$ cat config.mk
export PLATFORM = sky130hd
export DESIGN_NAME = inst_fetcher
export DESIGN_NICKNAME = d
export VERILOG_FILES = /design/src/rtl/inst_fetcher.sv
export SDC_FILE = /design/constraint.sdc
export NUM_CORES = 1
export LEC_CHECK = 0
export CAP_MARGIN = 20
export CORE_MARGIN = 10
export CORE_UTILIZATION = 32
export CTS_BUF_LIST = sky130_fd_sc_hd__clkbuf_4 sky130_fd_sc_hd__clkbuf_8
export DETAILED_ROUTE_END_ITERATION = 7
export GPL_ROUTABILITY_DRIVEN = 0
export GPL_TIMING_DRIVEN = 0
export PLACE_DENSITY = 0.74
export REMOVE_ABC_BUFFERS = 1
export SYNTH_ARGS = -nofsm -noshare
export SYNTH_HDL_FRONTEND = slang
export SYNTH_SLANG_ARGS = --single-unit
$ cat constraint.sdc
create_clock -name clk_in -period 6.9 [get_ports clk_in]
set_input_delay 1.38 -clock clk_in [delete_from_list [all_inputs] [get_ports clk_in]]
set_output_delay 1.38 -clock clk_in [all_outputs]
set_load 0.03 [all_outputs]
$ cat src/rtl/inst_fetcher.sv
// inst_fetcher: single-outstanding instruction fetch FSM feeding the decode stage
module inst_fetcher #(
  parameter logic [31:0] RESET_PC = 32'h0000_0000
) (
  input  logic        clk_in,
  input  logic        rst_in,
  input  logic        rdy_in,
  output logic        icache_req_valid,
  output logic [31:0] icache_req_addr,
  input  logic        icache_resp_valid,
  input  logic [31:0] icache_resp_inst,
  output logic        fetch_ready,
  output logic [31:0] inst,
  output logic [31:0] pc,
  input  logic        issue_ready,
  input  logic        pc_change_flag,
  input  logic [31:0] pc_change_value,
  input  logic        flush,
  input  logic [31:0] flush_pc
);
  typedef enum logic [1:0] {IDLE, WAIT, HOLD, DISCARD} state_t;
  state_t      state_q;
  logic [31:0] fetch_pc_q;
  logic [31:0] inst_q;
  logic [31:0] pc_q;
  logic        fetch_ready_q;
  logic        pending;
  // request is live in IDLE/WAIT but suppressed while reset is held
  always_comb begin
    icache_req_valid = !rst_in && (state_q == IDLE || state_q == WAIT);
    icache_req_addr  = icache_req_valid ? fetch_pc_q : 32'h0;
    fetch_ready      = fetch_ready_q;
    inst             = inst_q;
    pc               = pc_q;
    pending          = (state_q == WAIT || state_q == DISCARD) && !icache_resp_valid;
  end
  // fetch FSM: flush overrides everything; an unanswered request turns into a discard
  always_ff @(posedge clk_in or posedge rst_in) begin
    if (rst_in) begin
      state_q       <= IDLE;
      fetch_pc_q    <= RESET_PC;
      inst_q        <= 32'h0;
      pc_q          <= 32'h0;
      fetch_ready_q <= 1'b0;
    end else if (rdy_in) begin
      if (flush) begin
        fetch_pc_q    <= flush_pc;
        fetch_ready_q <= 1'b0;
        state_q       <= pending ? DISCARD : IDLE;
      end else begin
        case (state_q)
          IDLE: state_q <= WAIT;
          WAIT: if (icache_resp_valid) begin
            inst_q        <= icache_resp_inst;
            pc_q          <= fetch_pc_q;
            fetch_ready_q <= 1'b1;
            state_q       <= HOLD;
          end
          HOLD: if (issue_ready) begin
            fetch_pc_q    <= pc_change_flag ? pc_change_value : pc_q + 32'd4;
            fetch_ready_q <= 1'b0;
            state_q       <= IDLE;
          end
          DISCARD: if (icache_resp_valid) state_q <= IDLE;
          default: state_q <= IDLE;
        endcase
      end
    end
  end
endmodule

==> results.md, run 1 <==
* Status: finished, final reports clean
* Rel. slew slack at 0.3594
* CTS tree: done
* Max Root-Sink Buffers at 2
* Sequential fraction of the synthesis area at 0.4825
* Core Util, Final at 0.4856
* Commonest non-fill, non-tap cells in the layout: clkdlybuf4s50_1, dfrtp_1, mux2_2, and2_1, nand2_1
* Fill count at 1443
* Clk_skew at 9.245 ps
* Post-route cell area at 7686 sq um
* P_int at 0.001695 W
* WL/cell at 20.28 microns
* Area taken by multi-input logic gates at 2504 sq um
* # resized after CTS at 0
* Register area at 2477 sq um
* Synth cell types at 53
* Antenna viol nets, final at 0
* Core Region at 15830 sq um
* Worst Setup Start Kind: primary input
* DRT Wirelength at 18030 microns
* Post-DP Area at 7465 sq um
* Post-synthesis simple-gate area fraction at 0.1820
* Cell accounting for the most synthesized area: dfrtp_1
* Crit path launch: rst_in
* Pin count of the biggest net entering global routing at 54
* Die Ht at 146.7 microns
* Data arrival time of the critical path at 3560 ps
* Peak supply drop at 0.0002483 V
* Clk sinks at 99
* RSZ-0062 raised after global routing: false
* Hold_sp: inst[30]
* Main synth FF type: dfrtp_1
* Register bit total from synthesis at 99
* Cts bufs inserted at 9
* Most used cell, CP: clkdlybuf4s50_1
* Reg2Reg Launch Point: state_q[1]
* Power per Cell Area at 386.4 nW/um^2
* Mapped cell area at 5135 sq um
* Max_cap viols at 0
* Post-Synth Adder-Cell Area at 0.002437
* Fraction of layout cells with a size suffix above 1 at 0.1369
* 1st-pass router iterations at 4
* Compound-Gate Fraction of Synth Area at 0.1206
* F_max at 202.4 MHz
* Placement row count at 46
* Post-synthesis mux area share at 0.1411
* Final hold vios at 0
* GRT Resource Usage Total at 0.1656
* DR vias at 4599
* Post-Syn Instances at 477
* Lkg Pwr at 3.033 nW
* DPL Wire Length at 13640 microns
* Top post-synthesis cells by area: dfrtp_1, mux2_2, and2_1
* Htree depth at 3
* Max Transition Viols Final at 0
* Clk_lat worst skew at 370 ps
* Ys Warns at 0
* First-pass GRT wire length at 28600 microns
* Initial antenna violation count at 1
* Worst setup EP type: output port
* Setup-failing EPs final at 0
* IO Pins at 201
* XOR/XNOR share of the synthesized area at 0.03752
* Die width at 146.7 microns
* Post-CTS Setup Bufs at 0
* Worst Path Max Fanout at 21
* Via density at 5.173
* CP cell instances: clkdlybuf4s50_1, nor2_2, buf_16, and2_1, clkdlybuf4s50_1
* CP max stage cell: clkdlybuf4s50_1
* Reg power frac at 0.357
* Hold Crit Class: reg -> reg
* Initial Utilization at 0.3244
* Measured slew at the worst slew-check pin at 957.8 ps
* Net Sw Power at 0.001275 W
* Largest family of logic cells by synthesized area: simple AND/OR/NAND/NOR gates
* # hold bufs at CTS at 0
* CTS root buffer: clkbuf_8
* Clock transition at path regs at 90 ps
* Syn avg cell area at 10.77 sq um
* Async set-reset flop share out of synthesis at 1.000
* P&R area growth vs syn at 49.68%
* Residual DRC at 0
* Post-layout min period at 4940 ps
* Crit share post-route at 0.7159
* NumNets Final at 772
* Most common cell after layout, fill and taps aside: clkdlybuf4s50_1
* IO Port Bufs at 200
* Die area at 21510 sq um
* Sw frac at 0.4293
* EDFF count, synth at 0
* Req. time, crit path at 5520 ps
* Kind of critical path: in -> out
* Area share of the largest cell type after synthesis at 0.4825
* Grt total ovfl at 0
* Vias in the first global route at 5052
* Combinational share of power at 0.515
* Clk network pwr share at 0.128
* CP max stage delay at 740 ps
* Iter 0 DRT Violations at 310
[critical path: cells and delay by family]
| kind | cells | cell delay [ps] |
|---|---|---|
| buffers and inverters | 3 | 1440 |
| and+or+nand+nor | 2 | 720 |
[state kept, by name, indices dropped and copies added, names as in the netlist]
signal	flops
pc	32
fetch_ready	1
state_q	2
inst	32
fetch_pc_q	32
[cells by family after synthesis]
| family | Yosys count |
|---|---|
| DFF | 99 |
| AOI/OAI and AO/OA | 98 |
| adders and majority gates | 1 |
| xor gates and xnor gates | 22 |
| buffers and inverters | 38 |
| muxes | 65 |
| and+or+nand+nor | 154 |
[worst paths after layout]
kind	end	slack (ps)	depth (start not counted)
max in group asynchronous	pc[1]	4730	3
worst max-delay path	icache_req_addr[25]	1960	5
worst min-delay path	inst[30]	490	1
min in group asynchronous	state_q[1]	1470	2
worst min register to register	inst[30]	490	1
worst max register to register	fetch_pc_q[16]	4860	6
[power by group through the flow]
stage / clock [W] / combinational, W / sequential, W
6_report: 0.000380 / 0.00153 / 0.00106
5_1_grt: 0.000419 / 0.00162 / 0.00110
4_1_cts: 0.000393 / 0.00155 / 0.00106
3_5_place_dp: 0 / 0.00154 / 0.00107
3_3_place_gp: 0 / 0.00149 / 0.00104
2_1_floorplan: 0 / 0.000489 / 0.00138
[final cells by class]
| class | count | share of cell area |
|---|---|---|
| Inverter | 9 | 0.004721 |
| Clock inverter | 3 | 0.005209 |
| Timing Repair Buffer | 209 | 0.2875 |
| Tap cell | 216 | 0.03516 |
| Antenna cell | 1 | 0.0003256 |
| Clock buffer | 12 | 0.01905 |
| Multi-Input combinational cell | 340 | 0.3257 |
| Sequential cell | 99 | 0.3223 |
[Yosys cell counts (all sizes together) (2+ instances only)]
| library cell | number |
|---|---|
| mux2i | 6 |
| and4 | 2 |
| nor3b | 2 |
| o31a | 2 |
| and3 | 15 |
| o221ai | 3 |
| inv | 9 |
| and2 | 34 |
| nand4 | 11 |
| o31ai | 5 |
| nor2 | 25 |
| a31oi | 5 |
| clkbuf | 13 |
| nor3 | 7 |
| a221o | 3 |
| xnor2 | 20 |
| a221oi | 8 |
| nand2b | 4 |
| or2 | 2 |
| o22ai | 6 |
| a21oi | 20 |
| o21ai | 35 |
| or3 | 4 |
| nor4 | 7 |
| nand3 | 7 |
| nand2 | 31 |
| xor2 | 2 |
| buf | 16 |
| o211ai | 2 |
| a32o | 3 |
| dfrtp | 99 |
| mux2 | 59 |
[per-layer routing]
| layer | vias up | track usage | share of wire |
|---|---|---|---|
| li1 | 2100 | - | - |
| met5 | - | 0 | 0 |
| met2 | 180 | 0.2749 | 0.48 |
| met4 | 0 | 0.04855 | 0.015 |
| met1 | 2302 | 0.1919 | 0.41 |
| met3 | 17 | 0.06675 | 0.099 |
[per-stage QoR]
step | setup TNS (ps) | power (W) | hold slack (ps) | cells | worst slack, ps
finish | 0 | 0.002970 | 494.6 | 889 | 1960
global route | 0 | 0.003138 | 517.1 | 888 | 1855
CTS | 0 | 0.002998 | 495.4 | 886 | 1911
detailed placement | 0 | 0.002606 | 475.1 | 871 | 1927
global placement | -60840 | 0.002533 | 464.9 | 864 | -998.4
floorplan | 0 | 0.001865 | 457.8 | 448 | 2175
(Power assumes the default switching activity.)
==> inputs of run 2 (changes only) <==
- clock period: 6.9 -> 5.07 ns (I/O delays scaled with it)
==> results of run 2 <==
The final DEF is identical to that of run 1. Status: finished, final reports clean.
Main changes from that run: setup slack after placement 1927 ps -> 829.2 ps; setup slack after layout 1960 ps -> 862.4 ps; register-to-register setup slack 4860 ps -> 3030 ps; total power 0.002970 W -> 0.004042 W; worst IR drop on VDD 0.0002483 V -> 0.0003379 V
==> inputs of run 3 (changes only) <==
- PLACE_DENSITY: 0.74 -> 0.76
- clock period: 5.07 -> 3.5 ns (I/O delays scaled with it)
==> run 3 against run 2 <==
Setup slack worse by 680 ps; via count is 1.2% lower; combinational power is 44% higher; clock skew is 6.1 ps higher; first-iteration DRC count is 33% lower; cell area is 0.49% higher; clock power is 67% higher; worst hold slack worse by 6.3 ps; die area stayed put.
==> results.md, run 3 (synthesis gave the netlist of run 1 again) <==
* P_int at 0.003440 W
* NumNets Final at 772
* # hold bufs at CTS at 0
* Placed insts at 872
* Die width at 146.7 microns
* Reg power frac at 0.351
* Data arrival time of the critical path at 2620 ps
* Max Transition Viols Final at 0
* Htree depth at 3
* Post-CTS Setup Bufs at 0
* Met1 usage at 0.2012
* Cts bufs inserted at 9
* Die area at 21510 sq um
* Die Ht at 146.7 microns
* Initial Utilization at 0.3244
* Max Root-Sink Buffers at 2
* CTS tree: done
* RSZ-0062 raised after global routing: false
* 1st-pass router iterations at 6
* Final Power at 0.005939 W
* IO Port Bufs at 200
* WL/cell at 20.01 microns
* F_max at 301.7 MHz
* GRT Resource Usage Total at 0.1632
* CTS root buffer: clkbuf_8
* IO Pins at 201
* Peak supply drop at 0.0004493 V
* Net Sw Power at 0.002499 W
* Clk_skew at 15.35 ps
* Measured slew at the worst slew-check pin at 943.4 ps
* Placement row count at 46
* Fill count at 1469
* DR vias at 4546
* DPL Wire Length at 13380 microns
* Combinational share of power at 0.504
* M3 GR Usage at 0.07046
* Residual DRC at 0
* Initial antenna violation count at 0
* Worst setup EP type: output port
* Status: finished, final reports clean
* Clock transition at path regs at 100 ps
* Final hold vios at 0
* Grt total ovfl at 0
* Clk sinks at 99
* Fraction of layout cells with a size suffix above 1 at 0.1382
* Lkg Pwr at 3.045 nW
* Crit share post-route at 0.9472
* Antenna viol nets, final at 0
* Antenna Cells at 0
* Via density at 5.114
* Rel. slew slack at 0.3691
* First-pass GRT wire length at 27980 microns
* Clk network pwr share at 0.145
* Iter 0 DRT Violations at 207
* Power per Cell Area at 769.0 nW/um^2
* P&R area growth vs syn at 50.41%
* Hold depth at 1
* Clk_lat worst skew at 370 ps
* Kind of critical path: in -> out
* Req. time, crit path at 2800 ps
* Hold Crit Class: reg -> reg
* Commonest non-fill, non-tap cells in the layout: clkdlybuf4s50_1, dfrtp_1, mux2_2, and2_1, nand2_1
* Vias in the first global route at 4785
* Core Region at 15830 sq um
* Grt peak-use layer: met2
* Most common cell after layout, fill and taps aside: clkdlybuf4s50_1
* Sw frac at 0.4208
* DRT Wirelength at 17790 microns
* Met2 Use GR at 0.2557
* Worst Reg-to-Reg Cells at 4
* Setup-failing EPs final at 0
* Max_cap viols at 0
* Worst Path Max Fanout at 20
* Post-layout min period at 3315 ps
* Post-Layout Cell Count at 889
* Worst Setup Start Kind: primary input
* Pin count of the biggest net entering global routing at 52
[run 3: timing repair]
action,in CTS,in global routing
endpoints found under the hold margin,0,0
setup endpoints to repair,19,0
gates resized for setup,1,0
[run 3: power by group through the flow]
stage          logic [W]  registers (W)  clock network, W
2_1_floorplan   0.000963        0.00271                 0
3_3_place_gp     0.00294        0.00207                 0
3_5_place_dp     0.00302        0.00210                 0
4_1_cts          0.00303        0.00208          0.000889
5_1_grt          0.00319        0.00217          0.000938
6_report         0.00300        0.00208          0.000861
[run 3: path summary, 6_finish.rpt]
path,slack [ps],to,start
max in group asynchronous,1940,fetch_pc_q[11],rst_in
worst max-delay path,180,icache_req_addr[18],rst_in
min in group asynchronous,860,state_q[0],rst_in
worst max register to register,1380,fetch_pc_q[17],state_q[1]
worst min-delay path,490,fetch_ready,fetch_ready
worst min register to register,490,fetch_ready,fetch_ready
[run 3: layout make-up]
cell class | instances | area, sq um | area share
tap | 216 | 270.3 | 0.03499
clock inverter | 4 | 72.57 | 0.009396
sequential | 99 | 2477 | 0.3208
clock buffer | 12 | 158.9 | 0.02057
multi-input combinational | 340 | 2509 | 0.3248
inverter | 9 | 36.28 | 0.004698
timing repair buffer | 209 | 2200 | 0.2848
[run 3: routing by layer]
metal | share of wire | wire (microns)
met5 | 0 | 0
met4 | 0.0095 | 169
met3 | 0.11 | 1937
met2 | 0.45 | 7971
met1 | 0.43 | 7710
[run 3: worst max-delay path: stages]
cell	delay, ps
clkdlybuf4s50_1	490
nor2_4	380
buf_16	200
and2_1	150
clkdlybuf4s50_1	670
[run 3: metrics by stage]
step / setup slack, ps / setup TNS, ps / utilization / hold slack [ps] / cell area, sq um
floorplan: -544.5 / -33330 / - / 457.8 / 4995
global placement: -4045 / -516180 / 0.4591 / 464.7 / 7267
detailed placement: -78.33 / -1629 / 0.4721 / 470.8 / 7472
CTS: 145.8 / 0 / 0.4870 / 494.1 / 7709
global route: 73.94 / 0 / 0.4880 / 501.8 / 7724
finish: 185.0 / 0 / 0.4880 / 488.3 / 7724
